[src/rtl/svpwm_gen_if.sv]
// -----------------------------------------------------------------------------
// svpwm_gen_if
//   Bundles the stream signals of svpwm_gen.
//
//   Input stream (vector in):
//     s_axis_tdata   {v_beta, v_alpha}, both signed Q1.15
//     s_axis_tvalid  input vector valid
//     s_axis_tready  block can accept a vector
//   Output stream (duties out, no back-pressure):
//     m_axis_tdata   {duty_c, duty_b, duty_a}, unsigned compare words
//     m_axis_tvalid  one-cycle strobe per new duty triple
//   Debug:
//     dbg_state      current FSM state encoding
//
//   Modports: slave = the svpwm_gen block, master = the upstream driver and
//   the downstream consumer.
// -----------------------------------------------------------------------------
interface svpwm_gen_if #(
   parameter int DATA_WIDTH = 16
);
   logic [2*DATA_WIDTH-1:0] s_axis_tdata;
   logic                    s_axis_tvalid;
   logic                    s_axis_tready;
   logic [3*DATA_WIDTH-1:0] m_axis_tdata;
   logic                    m_axis_tvalid;
   logic [3:0]              dbg_state;

   modport slave (
      input  s_axis_tdata, s_axis_tvalid,
      output s_axis_tready, m_axis_tdata, m_axis_tvalid, dbg_state
   );

   modport master (
      output s_axis_tdata, s_axis_tvalid,
      input  s_axis_tready, m_axis_tdata, m_axis_tvalid, dbg_state
   );
endinterface

[src/rtl/svpwm_gen.sv]
// -----------------------------------------------------------------------------
// svpwm_gen
//   Space-vector modulation stage: converts a normalised alpha/beta voltage
//   vector (signed Q1.15) into three unsigned PWM compare words in the range
//   0..PWM_RELOAD-1. Zero-sequence is injected with the min-max method, which
//   is equivalent to classic SVPWM without a sector table.
//
//   Ports:
//     clk   single clock
//     rst   synchronous, active-high reset
//     bus   svpwm_gen_if.slave (s_axis vector in, m_axis duties out, dbg_state)
//
//   Handshake: a vector is transferred on a rising edge where s_axis_tvalid
//   and s_axis_tready are both high; tready is high only in IDLE (and low
//   while rst is high). m_axis_tvalid is a one-cycle strobe with no
//   back-pressure; m_axis_tdata holds its value between strobes.
//
//   Compile-time option:
//     SVPWM_ZERO_SEQ_EN  defined -> min-max offset injection (SVPWM)
//                        undefined -> offset forced to 0 (sinusoidal PWM);
//                        MINMAX/OFF are still traversed so timing is equal.
//
//   Latency: accept at edge N -> m_axis_tvalid high after edge N+8.
// -----------------------------------------------------------------------------
module svpwm_gen #(
   parameter int DATA_WIDTH = 16,
   parameter int PWM_RELOAD = 5000
) (
   input logic        clk,
   input logic        rst,
   svpwm_gen_if.slave bus
);
   localparam int W  = DATA_WIDTH;
   localparam int VW = W + 2;                    // phase voltage width
   localparam int SW = W + 3;                    // offset / sum headroom
   localparam int RW = $clog2(PWM_RELOAD + 1);   // reload constant width

   localparam logic [RW-1:0]        RELOAD_V   = RW'(PWM_RELOAD);
   // sqrt(3)/2 in Q1.15
   localparam logic signed [W-1:0]  SQRT3_HALF = W'(28378);
   localparam logic signed [SW-1:0] SAT_HI     = SW'((2 ** (W - 1)) - 1);
   localparam logic signed [SW-1:0] SAT_LO     = SW'(-(2 ** (W - 1)));

   typedef enum logic [3:0] {
      IDLE, INV, SUM, MINMAX, OFF, MUL0, MUL1, MUL2, OUT
   } state_t;

   state_t     state, state_nxt;
   logic       s_ready;
   logic [1:0] mul_sel;

   // ---------------------------------------------------------------- FSM
   always_ff @(posedge clk) begin
      if (rst) state <= IDLE;
      else     state <= state_nxt;
   end

   always_comb begin
      state_nxt = state;
      s_ready   = 1'b0;
      mul_sel   = 2'd0;
      case (state)
         IDLE: begin
            s_ready = 1'b1;
            if (bus.s_axis_tvalid) state_nxt = INV;
         end
         INV:    state_nxt = SUM;
         SUM:    state_nxt = MINMAX;
         MINMAX: state_nxt = OFF;
         OFF:    state_nxt = MUL0;
         MUL0: begin mul_sel = 2'd0; state_nxt = MUL1; end
         MUL1: begin mul_sel = 2'd1; state_nxt = MUL2; end
         MUL2: begin mul_sel = 2'd2; state_nxt = OUT;  end
         OUT:    state_nxt = IDLE;
         default: state_nxt = IDLE;
      endcase
   end

   assign bus.s_axis_tready = s_ready & ~rst;
   assign bus.dbg_state     = state;

   // ----------------------------------------------------------- datapath
   logic signed [W-1:0]   alpha_r, beta_r;
   logic signed [W:0]     p_hi;          // floor(beta*sqrt3/2 / 2^15)
   logic signed [VW-1:0]  va, vb, vc, vmax, vmin;
   logic signed [W-1:0]   va_s, vb_s, vc_s;
   logic [W-1:0]          duty_a, duty_b, duty_c;

   logic signed [2*W-1:0] p_full;
   logic signed [VW-1:0]  alpha_x, half_neg, p_x;
   logic signed [VW-1:0]  mx_ab, mn_ab, mx_abc, mn_abc;
   logic signed [SW-1:0]  offset, va_o, vb_o, vc_o;
   logic signed [W-1:0]   mul_in;
   logic [W-1:0]          biased;
   logic [W+RW-1:0]       prod;
   logic [W-1:0]          duty_new;

   assign p_full   = beta_r * SQRT3_HALF;
   assign alpha_x  = {{2{alpha_r[W-1]}}, alpha_r};
   assign half_neg = (-alpha_x) >>> 1;
   assign p_x      = {p_hi[W], p_hi};

   always_comb begin
      mx_ab  = (va > vb) ? va : vb;
      mn_ab  = (va < vb) ? va : vb;
      mx_abc = (mx_ab > vc) ? mx_ab : vc;
      mn_abc = (mn_ab < vc) ? mn_ab : vc;
   end

`ifdef SVPWM_ZERO_SEQ_EN
   logic signed [SW-1:0] sum_mm;
   assign sum_mm = {vmax[VW-1], vmax} + {vmin[VW-1], vmin};
   assign offset = -(sum_mm >>> 1);
`else
   assign offset = '0;
`endif

   assign va_o = {va[VW-1], va} + offset;
   assign vb_o = {vb[VW-1], vb} + offset;
   assign vc_o = {vc[VW-1], vc} + offset;

   function automatic logic signed [W-1:0] sat(input logic signed [SW-1:0] x);
      if (x > SAT_HI)      sat = SAT_HI[W-1:0];
      else if (x < SAT_LO) sat = SAT_LO[W-1:0];
      else                 sat = x[W-1:0];
   endfunction

   // Shared multiplier; adding 2^(W-1) to a signed word is an MSB flip.
   always_comb begin
      case (mul_sel)
         2'd1:    mul_in = vb_s;
         2'd2:    mul_in = vc_s;
         default: mul_in = va_s;
      endcase
   end

   assign biased   = {~mul_in[W-1], mul_in[W-2:0]};
   assign prod     = biased * RELOAD_V;
   assign duty_new = {{(W-RW){1'b0}}, prod[W+RW-1:W]};

   // Low product bits are dropped by the fixed-point scaling.
   logic unused_bits;
`ifdef SVPWM_ZERO_SEQ_EN
   assign unused_bits = ^{p_full[W-2:0], prod[W-1:0]};
`else
   assign unused_bits = ^{p_full[W-2:0], prod[W-1:0], vmax, vmin};
`endif

   always_ff @(posedge clk) begin
      case (state)
         IDLE: if (bus.s_axis_tvalid) begin
            alpha_r <= bus.s_axis_tdata[W-1:0];
            beta_r  <= bus.s_axis_tdata[2*W-1:W];
         end
         INV: p_hi <= p_full[2*W-1:W-1];
         SUM: begin
            va <= alpha_x;
            vb <= half_neg + p_x;
            vc <= half_neg - p_x;
         end
         MINMAX: begin
            vmax <= mx_abc;
            vmin <= mn_abc;
         end
         OFF: begin
            va_s <= sat(va_o);
            vb_s <= sat(vb_o);
            vc_s <= sat(vc_o);
         end
         MUL0: duty_a <= duty_new;
         MUL1: duty_b <= duty_new;
         MUL2: duty_c <= duty_new;
         default: ;
      endcase
   end

   // Output register: all three duties update together on leaving OUT.
   always_ff @(posedge clk) begin
      if (rst) begin
         bus.m_axis_tdata  <= '0;
         bus.m_axis_tvalid <= 1'b0;
      end else begin
         bus.m_axis_tvalid <= (state == OUT);
         if (state == OUT) bus.m_axis_tdata <= {duty_c, duty_b, duty_a};
      end
   end
endmodule

[src/flat_wrapper.sv]
// flat-port wrapper written by rule: the top's interface ports become plain ports
module svpwm_gen_flat 
#(
   parameter int DATA_WIDTH = 16,
   parameter int PWM_RELOAD = 5000
)
  (clk, rst, bus_s_axis_tdata, bus_s_axis_tvalid, bus_s_axis_tready, bus_m_axis_tdata, bus_m_axis_tvalid, bus_dbg_state);
  svpwm_gen_if #(.DATA_WIDTH(DATA_WIDTH)) bus_i ();
  input logic clk;
  input logic rst;
  input wire logic [$bits(bus_i.s_axis_tdata)-1:0] bus_s_axis_tdata;
  input wire logic [$bits(bus_i.s_axis_tvalid)-1:0] bus_s_axis_tvalid;
  output wire logic [$bits(bus_i.s_axis_tready)-1:0] bus_s_axis_tready;
  output wire logic [$bits(bus_i.m_axis_tdata)-1:0] bus_m_axis_tdata;
  output wire logic [$bits(bus_i.m_axis_tvalid)-1:0] bus_m_axis_tvalid;
  output wire logic [$bits(bus_i.dbg_state)-1:0] bus_dbg_state;
  assign bus_i.s_axis_tdata = bus_s_axis_tdata;
  assign bus_i.s_axis_tvalid = bus_s_axis_tvalid;
  assign bus_s_axis_tready = bus_i.s_axis_tready;
  assign bus_m_axis_tdata = bus_i.m_axis_tdata;
  assign bus_m_axis_tvalid = bus_i.m_axis_tvalid;
  assign bus_dbg_state = bus_i.dbg_state;
  svpwm_gen #(.DATA_WIDTH(DATA_WIDTH), .PWM_RELOAD(PWM_RELOAD)) u_core (.clk(clk), .rst(rst), .bus(bus_i));
endmodule
[config.mk]
export PLATFORM = sky130hd
export DESIGN_NAME = svpwm_gen_flat
export DESIGN_NICKNAME = d
export VERILOG_FILES = /design/src/rtl/svpwm_gen_if.sv /design/src/rtl/svpwm_gen.sv /design/src/flat_wrapper.sv
export SDC_FILE = /design/constraint.sdc
export NUM_CORES = 1
export LEC_CHECK = 0
export BUFFER_PORTS_ARGS = -buffer_cell sky130_fd_sc_hd__buf_4
export CORE_ASPECT_RATIO = 0.75
export CORE_UTILIZATION = 57
export CTS_CLUSTER_SIZE = 8
export DETAILED_ROUTE_END_ITERATION = 8
export PLACE_DENSITY = 0.76
export SLEW_MARGIN = 20
export SYNTH_ARGS = -nofsm -noshare
export SYNTH_HDL_FRONTEND = slang
export SYNTH_SLANG_ARGS = --single-unit
[constraint.sdc]
create_clock -name clk -period 7.2 [get_ports clk]
set_clock_uncertainty 0.2 [all_clocks]
set_input_delay 0.36 -clock clk [delete_from_list [all_inputs] [get_ports clk]]
set_output_delay 0.36 -clock clk [all_outputs]
set_load 0.02 [all_outputs]
Word level (Yosys, flattened, before mapping)
Cells that the tools add are included.

Output and inout port bits: 54. Input port bits: 35. Bits in registers: 232. Logic and storage cells: 50.

Mux-type cells: 8. $add $sub $neg: 3. $mul: 2. Reductions and logical operators: 2. Bitwise gates (word level): 3. Magnitude comparators: 6. Equal/unequal tests: 11.

Operator list (number): two-way mux 16 bit (3); > comparator 18 x 16 -> 1 bit (second input constant) (2); less-than comparator 18 x 16 -> 1 bit (second input constant) (2); case mux 16 bit (2 select lines) (1); case mux 4 bit (8 select lines) (1); multiplier 16 x 15 -> 31 bit (second input constant) (1); multiplier 16 x 10 -> 26 bit (second input constant) (1); adder 17 x 17 -> 18 bit (1); negator 16 -> 18 bit (1); subtractor 17 x 17 -> 18 bit (1); equality test 4 x 3 -> 1 bit (second input constant) (4); > comparator 16 bit (second input constant) (1); less-than comparator 16 bit (second input constant) (1); equality test 4 x 2 -> 1 bit (second input constant) (2); equality test 4 x 1 -> 1 bit (second input constant) (1); equality test 4 bit (second input constant) (1); logical NOT 4 bit (1); two-way mux 4 bit (1); case mux 2 bit (2 select lines) (1); equality test 2 x 1 -> 1 bit (second input constant) (1); equality test 2 bit (second input constant) (1); inequality test 2 bit (second input constant) (1); NOT 1 bit (2); AND reduction 2 bit (1); other kinds (2) (2).

Longest topological paths before layout
Depth in word-level cells: 6. Mapped depth: 29. Depth with buffers taken out: 26.

Least setup slack after synthesis
Ideal clock, no wire load.

Path type: register to register. Start: reg u_core.state[1], in the netlist u_core.bus.dbg_state[1]. End: reg u_core.duty_a[12] (data pin). Data required time: 6.733 ns. Path buffers: 4. Stages on the path, launching flop included: 28. Period minus slack after synthesis: 7.339 ns. Library setup time: 0.267 ns. Slack: -0.139 ns. Arrival: 6.872 ns. Cells stage by stage: dfxtp_1 > clkbuf_1 > nand2b_1 > nor2_1 > ha_1 > buf_4 > clkbuf_1 > clkbuf_1 > o21ai_0 > fa_1 > ha_1 > inv_1 > fa_1 > inv_1 > ha_1 > inv_1 > fa_1 > inv_1 > ha_1 > and3_1 > a221oi_1 > nand2_1 > a41oi_2 > o31a_1 > o211ai_2 > a21oi_1 > o21ba_1 > xnor2_1.

Word-level cells in the longest chain between the ends: 6. Elaborated cells between the ends (all ways): 8. Those cells by class: mul: 1; eq/ne: 4; mux: 2; bitwise: 1.

RTL lines: start: declaration (line svpwm_gen.sv:48) `state_t state, state_nxt;`; start signal: assignment (line svpwm_gen.sv:55) `else state <= state_nxt;`; equality test 4 x 3 -> 1 bit (line svpwm_gen.sv:62) `case (state)`; case mux 2 bit (2 select lines) * (line svpwm_gen.sv:62); equality test 2 bit / equality test 2 x 1 -> 1 bit (equally long branches) (line svpwm_gen.sv:130) `case (mul_sel)`; case mux 16 bit (2 select lines) * (line svpwm_gen.sv:130); NOT 1 bit (line svpwm_gen.sv:137) `assign biased = {~mul_in[W-1], mul_in[W-2:0]};`; multiplier 16 x 10 -> 26 bit * (line svpwm_gen.sv:138) `assign prod = biased * RELOAD_V;`; via u_core.prod[28] (line svpwm_gen.sv:95) `logic [W+RW-1:0] prod;`; end signal: assignment (line svpwm_gen.sv:170) `MUL0: duty_a <= duty_new;`; end: declaration (line svpwm_gen.sv:87) `logic [W-1:0] duty_a, duty_b, duty_c;`.

The timed path passes the listed nets; every way through them passes the cells marked *. A chain may end at the register's enable or synchronous reset.

Worst setup path after layout
Start: reg u_core.state[1], in the netlist u_core.bus.dbg_state[1]. End: reg u_core.duty_a[9] (data pin).

The elaborated chain is that of the path after synthesis.

==> results.sh <==
export IMPL_dpl_instance_area_mm2=0.0183
export IMPL_root_buffer="clkbuf_16"
export IMPL_cts_max_level=2
export IMPL_post_cts_setup_buffers=0
export IMPL_ys_ff_latch=231
export IMPL_die_area_mm2=0.0313
export IMPL_path_common_cell="inv_1"
export IMPL_ys_types=66
export IMPL_fp_row_count=55
export IMPL_holdPathEnd="u_core.bus.m_axis_tvalid$_SDFF_PP0_"
export IMPL_crit_type="reg -> reg"
export IMPL_port_buffer_count=79
export IMPL_drtIter0Drc=924
export IMPL_fillers=2238
export IMPL_first_global_vias=11849
export IMPL_max_freq_ghz=0.145
export IMPL_async_flop_share=0
export IMPL_r2r_cells=24
export IMPL_core_mm2=0.0301
export IMPL_clkTransAtPathRegs_ns=0.05
export IMPL_clock_latency_ns=0.52
export IMPL_r2r_end="u_core.duty_a[9]$_DFFE_PP_"
export IMPL_place_gp_congestion=0.908
export IMPL_synth_area_mm2=0.0174
export IMPL_area_delta_synth_final_pct=12.7
export IMPL_io_pins=89
export IMPL_worstHoldPathType="in -> reg"
export IMPL_hold_viol=0
export IMPL_post_drt_wl_per_cell_um=16.7
export IMPL_syn_avg_cell_area_um2=10.6
export IMPL_finalInstanceArea_mm2=0.0196
export IMPL_fp_dieW_um=204
export IMPL_final_common_cell="inv_1"
export IMPL_ys_dominant_reg_cell="edfxtp_1"
export IMPL_cts_buffers=35
export IMPL_r2r_slack_ns=0.29
export IMPL_final_layout_size_suffix_gt1_frac=0.0899
export IMPL_drt_wl_total_mm=36.0
export IMPL_hpwl_mm=27.7
export IMPL_tightestPinTransition_ns=1.05
export IMPL_via_count=11595
export IMPL_whs_ns=0.0812
export IMPL_r2r_start="u_core.bus.dbg_state[1]$_SDFFE_PP0P_"
export IMPL_ctsLongestPathBuffers=3
export IMPL_finalCritPeriodShare=0.959
export IMPL_track_usage=0.241
export IMPL_drc=0
export IMPL_grt_overflow=0
export IMPL_arrival_ns=6.94
export IMPL_path_max_fanout=16
export IMPL_grt_max_degree=52
export IMPL_dr_pass1_iters=6
export IMPL_grt_pass1_wl_mm=59.3
export IMPL_initial_utilization=0.578
export IMPL_final_cell_mix="281 x inv_1, 215 x ha_1, 187 x edfxtp_1"
export IMPL_cpPeakStageDelay_ns=0.54
export IMPL_cts_tree="yes"
export IMPL_final_max_slew_viol_count=0
export IMPL_antenna_found_initial=0
export IMPL_hp_start="rst"
export IMPL_synth_enable_flop_cells=187
export IMPL_worstPathRequired_ns=7.23
export IMPL_cp_start_kind="register"
export IMPL_ys_warn_count=0
export IMPL_final_nets=2136
export IMPL_critPathSlowestCell="dfxtp_1"
export IMPL_whs_path_depth=2
export IMPL_finalSetupViolations=0
export IMPL_end_kind="register"
export IMPL_diodes=0
export IMPL_cts_sinks=231
export IMPL_viasPerCell=5.38
export IMPL_status="finished, final reports clean"
export IMPL_cap_violations=0
export IMPL_final_util=0.652
export IMPL_maxSlewHeadroom=0.301
export IMPL_finalCriticalPeriod_ns=6.91
export IMPL_ant_nets=0
export IMPL_crit_chain="nand4b_1 > inv_1 > ha_2 > a22oi_1 > o21ai_1 > fa_1 > ha_1 > inv_1 > fa_1 > inv_1 > ha_1 > inv_1 > fa_1 > inv_1 > ha_1 > and3_1 > a221oi_1 > nand2_1 > a41oi_2 > o31ai_1 > and2_1 > o21a_1 > nor2_1 > xnor2_1"
export IMPL_die_h_um=153
export IMPL_syn_inst=1649
export IMPL_seq_area_frac_synth=0.373
layout make-up:
cell class	instances	area [um^2]	area share
inverters	283	1060	0.0541
repair buffers	122	998	0.0508
multi-input cells	1068	9590	0.488
flip-flops and latches	231	6500	0.331
clock inverters	4	67.6	0.00344
clock buffers	49	928	0.0473
well taps	399	499	0.0254
per-layer routing:
layer / GRT usage / wire length [um] / vias to the layer above
met5: 0 / 0 / -
met4: 0.0576 / 655 / 0
met3: 0.0377 / 1760 / 55
met2: 0.398 / 17300 / 278
met1: 0.333 / 16300 / 5671
li1: - / - / 5591
worst max-delay path by stage:
stage / endpoint / start / cells past startpoint
2_1_floorplan: u_core.duty_a[12]$_DFFE_PP_ / u_core.bus.dbg_state[1]$_SDFFE_PP0P_ / 27
3_3_place_gp: u_core.duty_a[12]$_DFFE_PP_ / u_core.bus.dbg_state[0]$_SDFFE_PP0P_ / 24
6_report: u_core.duty_a[9]$_DFFE_PP_ / u_core.bus.dbg_state[1]$_SDFFE_PP0P_ / 24
4_1_cts: u_core.duty_a[9]$_DFFE_PP_ / u_core.bus.dbg_state[1]$_SDFFE_PP0P_ / 23
3_5_place_dp: u_core.duty_b[9]$_DFFE_PN_ / u_core.bus.dbg_state[1]$_SDFFE_PP0P_ / 24
5_1_grt: u_core.duty_c[9]$_DFFE_PP_ / u_core.bus.dbg_state[0]$_SDFFE_PP0P_ / 23
critical path, delay by kind of cell, from the launching register on:
kind,cells,cell delay [ns]
adder cells (fa/ha/maj),7,2.78
AO/OA/AOI/OAI,6,1.58
AND/OR/NAND/NOR,5,1.03
flip-flops,1,0.54
buffers and inverters,5,0.35
XOR/XNOR,1,0.15
kinds of logic (layout without fill, tap and decap cells):
family / after synthesis / in the layout / share of synthesized area
AND/OR/NAND/NOR: 361 / 361 / 0.0871
multiplexers: 2 / 2 / 0.00115
other: 1 / 9 / 0.000215
flip-flops: 231 / 231 / 0.373
XOR/XNOR: 83 / 83 / 0.0417
buffers and inverters: 358 / 458 / 0.0801
adder cells (fa/ha/maj): 362 / 362 / 0.321
AO/OA/AOI/OAI: 251 / 251 / 0.0956
sequential cells by signal (all words and copies together) (netlist names), 16 cells and up:
register / count
u_core.vc: 18
u_core.va_s: 16
u_core.bus.m_axis_tdata: 39
u_core.vc_s: 16
u_core.vb: 17
u_core.alpha_r: 16
u_core.vb_s: 16
u_core.p_hi: 17
u_core.beta_r: 16
u_core.va: 16
synthesized netlist by cell type, types with 3 or more instances:
cell type  count  area, um^2
inv_1        281        1050
ha_1         217        2720
edfxtp_1     187        5620
nor2_1       146         548
nand2_1      145         544
fa_1         143        2860
a21oi_1      113         566
xnor2_1       63         552
clkbuf_1      55         206
dfxtp_1       44         881
o21ai_0       26         130
a21o_1        25         188
xor2_1        20         175
nor3_1        15        75.1
buf_4         13        97.6
a22oi_1       12        90.1
o21bai_1       9        67.6
and2_1         7        43.8
nand4_1        7        43.8
nor4_1         7        43.8
o21a_1         7        52.6
a31oi_1        6        37.5
nand2b_1       6        37.5
nand3_1        6        30.0
o21ai_1        6        30.0
o31ai_1        6        45.0
a211oi_1       5        37.5
and3_1         5        31.3
nor2b_1        5        31.3
buf_1          4        15.0
a221o_1        3        30.0
o211ai_1       3        22.5
o31a_1         3        26.3
or3_1          3        18.8
through the flow:
| step | setup TNS [ns] | instances | setup slack, ns |
|---|---|---|---|
| global route | -0.0507 | 2156 | -0.0196 |
| CTS | 0 | 2156 | 0.0649 |
| finish | 0 | 2156 | 0.293 |
| detailed placement | 0 | 2070 | 0.0138 |
| global placement | 0 | 2070 | 0.353 |
| floorplan | 0 | 1657 | 0.102 |
what timing repair did:
item	CTS	global route
endpoints found under the setup margin	3	21
hold buffers	33	0
resized for setup	1	4
hold endpoints to repair	33	0
Power is left out: the tool's default activity adds up to more than one toggle a clock period on the data nets, which glitch-free logic cannot reach.
